===== src/rtl/clk_gen_pkg.sv =====
// Shared types and defaults for the multi-channel clock generator.
//   cnt_t      : default-width counter type (16 bits)
//   DEF_PERIOD : reset period in clk cycles (4 -> 25 MHz from 100 MHz)
//   DEF_HIGH   : reset high-time in clk cycles (2 -> 50% duty)
//   state_t    : per-channel run state
package clk_gen_pkg;
  localparam int CNT_W_DEF = 16;
  typedef logic [CNT_W_DEF-1:0] cnt_t;

  localparam cnt_t DEF_PERIOD = 16'd4;
  localparam cnt_t DEF_HIGH   = 16'd2;

  typedef enum logic {IDLE = 1'b0, RUN = 1'b1} state_t;
endpackage


===== src/rtl/clk_gen_chan.sv =====
// One divided-clock channel: counter, active and pending configuration,
// registered clk_out/tick.
// Ports:
//   clk, rst           : system clock, async active-high reset
//   en                 : run enable
//   sync               : phase-align strobe (restart counting if running)
//   cfg_period/high    : new configuration, captured on cfg_load
//   cfg_pending        : captured configuration not yet applied
//   clk_out, tick      : divided clock, period-start pulse
module clk_gen_chan #(
  parameter int CNT_W      = 16,
  parameter int DEF_PERIOD = 4,
  parameter int DEF_HIGH   = 2
) (
  input  logic             clk,
  input  logic             rst,
  input  logic             en,
  input  logic             sync,
  input  logic [CNT_W-1:0] cfg_period,
  input  logic [CNT_W-1:0] cfg_high,
  input  logic             cfg_load,
  output logic             cfg_pending,
  output logic             clk_out,
  output logic             tick
);
  import clk_gen_pkg::*;

  localparam logic [CNT_W-1:0] ONE = 1;

  state_t           state_q, state_d;
  logic [CNT_W-1:0] cnt_q, cnt_d;
  logic [CNT_W-1:0] per_q, per_d, hi_q, hi_d;
  logic [CNT_W-1:0] pper_q, phi_q;
  logic             pend_q, apply, wrap, restart;
  logic             clk_d, tick_d;

  always_comb begin
    // RUN implies per_q != 0, so per_q - 1 never underflows here.
    wrap    = (state_q == RUN) && (cnt_q == per_q - ONE);
    // Any period boundary: entering RUN, natural wrap or a sync restart.
    restart = (state_q == IDLE) || wrap || sync;
    apply   = pend_q && restart;
    per_d   = apply ? pper_q : per_q;
    hi_d    = apply ? phi_q  : hi_q;

    state_d = IDLE;
    cnt_d   = '0;
    clk_d   = 1'b0;
    tick_d  = 1'b0;
    // A zero period keeps the channel idle whatever en says.
    if (en && (per_d != '0)) begin
      state_d = RUN;
      cnt_d   = restart ? '0 : cnt_q + ONE;
      // Use the post-apply high-time so a new period starts cleanly.
      clk_d   = (cnt_d < hi_d);
      tick_d  = (cnt_d == '0);
    end
  end

  always_ff @(posedge clk or posedge rst) begin
    if (rst) begin
      state_q <= IDLE;
      cnt_q   <= '0;
      per_q   <= CNT_W'(DEF_PERIOD);
      hi_q    <= CNT_W'(DEF_HIGH);
      pper_q  <= '0;
      phi_q   <= '0;
      pend_q  <= 1'b0;
      clk_out <= 1'b0;
      tick    <= 1'b0;
    end else begin
      state_q <= state_d;
      cnt_q   <= cnt_d;
      per_q   <= per_d;
      hi_q    <= hi_d;
      clk_out <= clk_d;
      tick    <= tick_d;
      // A load on an apply edge is kept for the next boundary.
      pend_q  <= cfg_load | (pend_q & ~apply);
      if (cfg_load) begin
        pper_q <= cfg_period;
        phi_q  <= cfg_high;
      end
    end
  end

  assign cfg_pending = pend_q;
endmodule


===== src/rtl/clk_gen_multi.sv =====
// NUM_CH independent programmable divided clocks from one system clock.
// Optional macro CLK_GEN_MULTI_PHASE_SYNC_EN adds input 'sync' that
// restarts every running channel on the same edge.
// Ports:
//   clk, rst    : system clock, async active-high reset
//   en          : per-channel run enable
//   cfg_period  : per-channel period, channel i at [i*CNT_W +: CNT_W]
//   cfg_high    : per-channel high-time, same packing
//   cfg_load    : per-channel capture strobe
//   cfg_pending : per-channel captured-not-applied flag
//   clk_out     : per-channel divided clock
//   tick        : per-channel period-start pulse
module clk_gen_multi #(
  parameter int NUM_CH     = 2,
  parameter int CNT_W      = 16,
  parameter int DEF_PERIOD = int'(clk_gen_pkg::DEF_PERIOD),
  parameter int DEF_HIGH   = int'(clk_gen_pkg::DEF_HIGH)
) (
  input  logic                    clk,
  input  logic                    rst,
`ifdef CLK_GEN_MULTI_PHASE_SYNC_EN
  input  logic                    sync,
`endif
  input  logic [NUM_CH-1:0]       en,
  input  logic [NUM_CH*CNT_W-1:0] cfg_period,
  input  logic [NUM_CH*CNT_W-1:0] cfg_high,
  input  logic [NUM_CH-1:0]       cfg_load,
  output logic [NUM_CH-1:0]       cfg_pending,
  output logic [NUM_CH-1:0]       clk_out,
  output logic [NUM_CH-1:0]       tick
);
  logic sync_i;
`ifdef CLK_GEN_MULTI_PHASE_SYNC_EN
  assign sync_i = sync;
`else
  assign sync_i = 1'b0;
`endif

  for (genvar g = 0; g < NUM_CH; g++) begin : g_ch
    clk_gen_chan #(
      .CNT_W     (CNT_W),
      .DEF_PERIOD(DEF_PERIOD),
      .DEF_HIGH  (DEF_HIGH)
    ) u_chan (
      .clk        (clk),
      .rst        (rst),
      .en         (en[g]),
      .sync       (sync_i),
      .cfg_period (cfg_period[g*CNT_W +: CNT_W]),
      .cfg_high   (cfg_high[g*CNT_W +: CNT_W]),
      .cfg_load   (cfg_load[g]),
      .cfg_pending(cfg_pending[g]),
      .clk_out    (clk_out[g]),
      .tick       (tick[g])
    );
  end
endmodule


===== config.mk =====
export PLATFORM = sky130hd
export DESIGN_NAME = clk_gen_multi
export DESIGN_NICKNAME = d
export VERILOG_FILES = /design/src/rtl/clk_gen_pkg.sv /design/src/rtl/clk_gen_chan.sv /design/src/rtl/clk_gen_multi.sv
export SDC_FILE = /design/constraint.sdc
export NUM_CORES = 1
export LEC_CHECK = 0
export ABC_AREA = 1
export CORE_ASPECT_RATIO = 0.7
export CORE_MARGIN = 2
export CORE_UTILIZATION = 45
export DETAILED_ROUTE_END_ITERATION = 8
export GPL_ROUTABILITY_DRIVEN = 0
export PLACE_DENSITY = 0.71
export REMOVE_ABC_BUFFERS = 1
export SYNTH_ARGS = -nofsm -noshare
export SYNTH_HDL_FRONTEND = slang
export SYNTH_HIERARCHICAL = 1
export SYNTH_SLANG_ARGS = --single-unit

===== constraint.sdc =====
create_clock -name clk -period 4.53 [get_ports clk]
set_clock_uncertainty 0.15 [all_clocks]
set_input_delay 0.453 -clock clk [delete_from_list [all_inputs] [get_ports clk]]
set_output_delay 0.453 -clock clk [all_outputs]
set_load 0.03 [all_outputs]

==> reports/metrics.cfg <==
[cts]
clkLatencyLatePin_ns = 0.43
cts_buffers = 17
clockBufferDepth = 2
htreeDepth = 4
clkSinkCount = 168
root_buffer = clkbuf_16
cts_hold_buf = 0
clk_pin_slew_ns = 0.07
cts_tree = built

[sta]
worst_pin_slew_ns = 0.915
slew_headroom = 0.390
rsz0062_at_grt = false
fmax_ghz = 0.248
finalCritPeriodShare = 0.891
final.min_clock_period_ns = 4.03
finalMaxSlewViolations = 0
holdWs_ns = 0.314
finalHoldViolations = 0
fin_ws_ns = 0.495
setup_violations = 0
tns_ns = 0

[power]
p_sw_frac = 0.303
power_density_nw_per_um2 = 367
power_frac_comb = 0.182
vdd_ir_drop_max_mv = 0.282
p_sw_mw = 1.20
power_frac_clock = 0.376
sequentialPowerShare = 0.443
p_leak_nw = 5.64
intPower_mw = 2.76

[final_layout]
antenna_cells = 0
drive_above_1_share = 0.0855
area_growth_syn_to_layout_pct = 16.4
layout.nets = 1402

[route]
drt_iter0_drc = 503
viasPerCell = 4.88
vias = 7704
routed_wire_length_per_instance_microns = 13.4
drc = 0
firstDrtPassIters = 5
routed_wl_mm = 21.1
drtAntennaViolNets = 0

[global_route]
grtUsageTotal = 0.206
grt_overflow_total = 0
grt_pass1_vias = 7106
grt_pass1_wl_mm = 35.3
grt_max_degree = 53
antenna_found_initial = 0

[floorplan]
coreArea_sq_um = 20000
die_area_sq_um = 21800
fp-row-count = 43
start_util = 0.463
io_pins = 76
die_w_microns = 176
die_h_microns = 124

[placed_design]
portBuffers = 75
place_ws_ns = 0.408
hpwl_mm = 15.4

[status]
status = completed

[setup_path]
path_class = reg -> reg
arrival_ns = 4.25
required_ns = 4.74
cp_max_fo = 30
start_kind = register
end_kind = register

[logic_synthesis]
ys_top_cells_by_area = dfrtp_1 44%, nand2_1 16%, inv_1 7.2%
synth_edf_count = 0
synth_commonest_cells = 404 x nand2_1, 177 x inv_1, 164 x dfrtp_1
async_flop_share = 1.00
ys_warn_count = 6
synthesis.instances = 1231
dominantRegCellSynth = dfrtp_1
synthMostInstantiatedCell = nand2_1
ys_seq_area_frac = 0.454
synth_area_sq_um = 9270
synth.distinct_cells = 39
synth_top_area_share = 0.443
syn_avg_cell_area_sq_um = 7.53
synth-seq-cells = 168
yosys.area.top_type = dfrtp_1

[run]
cap_violations = 0

[min_path]
hold_path_class = in -> reg

==> state kept, by name, indices dropped and copies added (netlist names) <==
register,flops
g_ch.u_chan/hi_q,32
g_ch.u_chan/pper_q,32
g_ch.u_chan/cfg_pending,2
g_ch.u_chan/phi_q,32
g_ch.u_chan/clk_out,2
g_ch.u_chan/per_q,32
g_ch.u_chan/cnt_q,32
g_ch.u_chan/state_q,2
g_ch.u_chan/tick,2
==> per-layer routing <==
layer,wire length [microns],track usage
met4,173,0.0558
met3,1290,0.0336
met2,8390,0.292
met5,0,0
met1,11300,0.323
==> power groups by stage <==
stage | Sequential (mW) | Combinational [mW] | Clock [mW]
5_1_grt | 1.77 | 0.831 | 1.58
3_3_place_gp | 1.77 | 0.694 | 0
3_5_place_dp | 1.77 | 0.714 | 0
2_1_floorplan | 1.75 | 0.500 | 0
4_1_cts | 1.75 | 0.721 | 1.51
6_report | 1.75 | 0.718 | 1.49
==> layout make-up <==
type | instances | area [sq um]
clock inverters | 13 | 156
repair buffers | 80 | 783
multi-input cells | 846 | 4160
fillers | 1933 | 9230
flip-flops and latches | 168 | 4210
clock buffers | 18 | 439
inverters | 185 | 701
well taps | 270 | 338
==> cell usage in the layout, fill, tap and decap left out, drive strengths merged <==
master and n:
nand2 422, inv 189, dfrtp 164, nor2 139, nand3 84, clkdlybuf4s50 74
o21ai 73, ha 34, clkbuf 18, xor2 17, nor3 16, a21oi 15
xnor2 11, nand4 11, nand3b 7, buf 6, clkinv 6, and2 4
dfstp 4, a211oi 3, bufinv 2, conb 2, or2 2, nor4 1
o221a 1, o21bai 1, clkinvlp 1, or3 1, a31oi 1, a2111oi 1
==> per-stage QoR <==
step           std cells  utilization  total power [mW]  area (sq um)
2_1_floorplan       1199            -              2.25          9060
3_3_place_gp        1549        0.509              2.46         10200
3_5_place_dp        1549        0.509              2.49         10200
4_1_cts             1580        0.539              3.98         10800
5_1_grt             1580        0.539              4.18         10800
6_report            1580        0.539              3.95         10800
==> cells by family after synthesis <==
logic type	Yosys count	synth area share
AND/OR/NAND/NOR	687	0.320
flip-flops	168	0.454
adder cells (fa/ha/maj)	34	0.0459
other	1	0.000405
XOR/XNOR	28	0.0265
buffers and inverters	218	0.0976
AO/OA/AOI/OAI	95	0.0560
==> critical path: stages, from the launching register on <==
cell and delay, ns:
dfrtp_1 0.40, inv_1 0.14, ha_1 0.29, nand2_2 0.12, nor2_4 0.18, nand2_1 0.08
a21oi_1 0.16, nor2_1 0.07, nand3_2 0.08, o21bai_4 0.08, nand2_4 0.24, clkinvlp_4 0.47
o21ai_0 0.38, inv_1 0.08, ha_1 0.33, nand4_1 0.12, a31oi_1 0.05, a2111oi_0 0.29
nand3_1 0.12, a21oi_1 0.11
==> worst paths after layout <==
path / slack (ns) / cells past startpoint / start / endpoint
worst max-delay path: 0.50 / 19 / g_ch[1].u_chan/per_q[0]$_DFF_PP0_ / g_ch[1].u_chan/clk_out$_DFF_PP0_
worst min-delay path: 0.31 / 3 / cfg_load[1] / g_ch[1].u_chan/pper_q[4]$_DFFE_PP0P_
worst max register to register: 0.50 / 19 / g_ch[1].u_chan/per_q[0]$_DFF_PP0_ / g_ch[1].u_chan/clk_out$_DFF_PP0_
worst min register to register: 0.32 / 2 / g_ch[0].u_chan/phi_q[1]$_DFFE_PP0P_ / g_ch[0].u_chan/phi_q[1]$_DFFE_PP0P_
max in group asynchronous: 2.82 / 3 / rst / g_ch[1].u_chan/hi_q[1]$_DFF_PP1_
min in group asynchronous: 0.35 / 2 / rst / g_ch[0].u_chan/phi_q[11]$_DFFE_PP0P_
==> timing repair <==
action                                  in CTS  in global routing
hold endpoints to repair                     0                  0
resized for setup                            0                  1
endpoints found under the setup margin       0                  1
setup buffers                                0                  0
(Power assumes the default switching activity.)
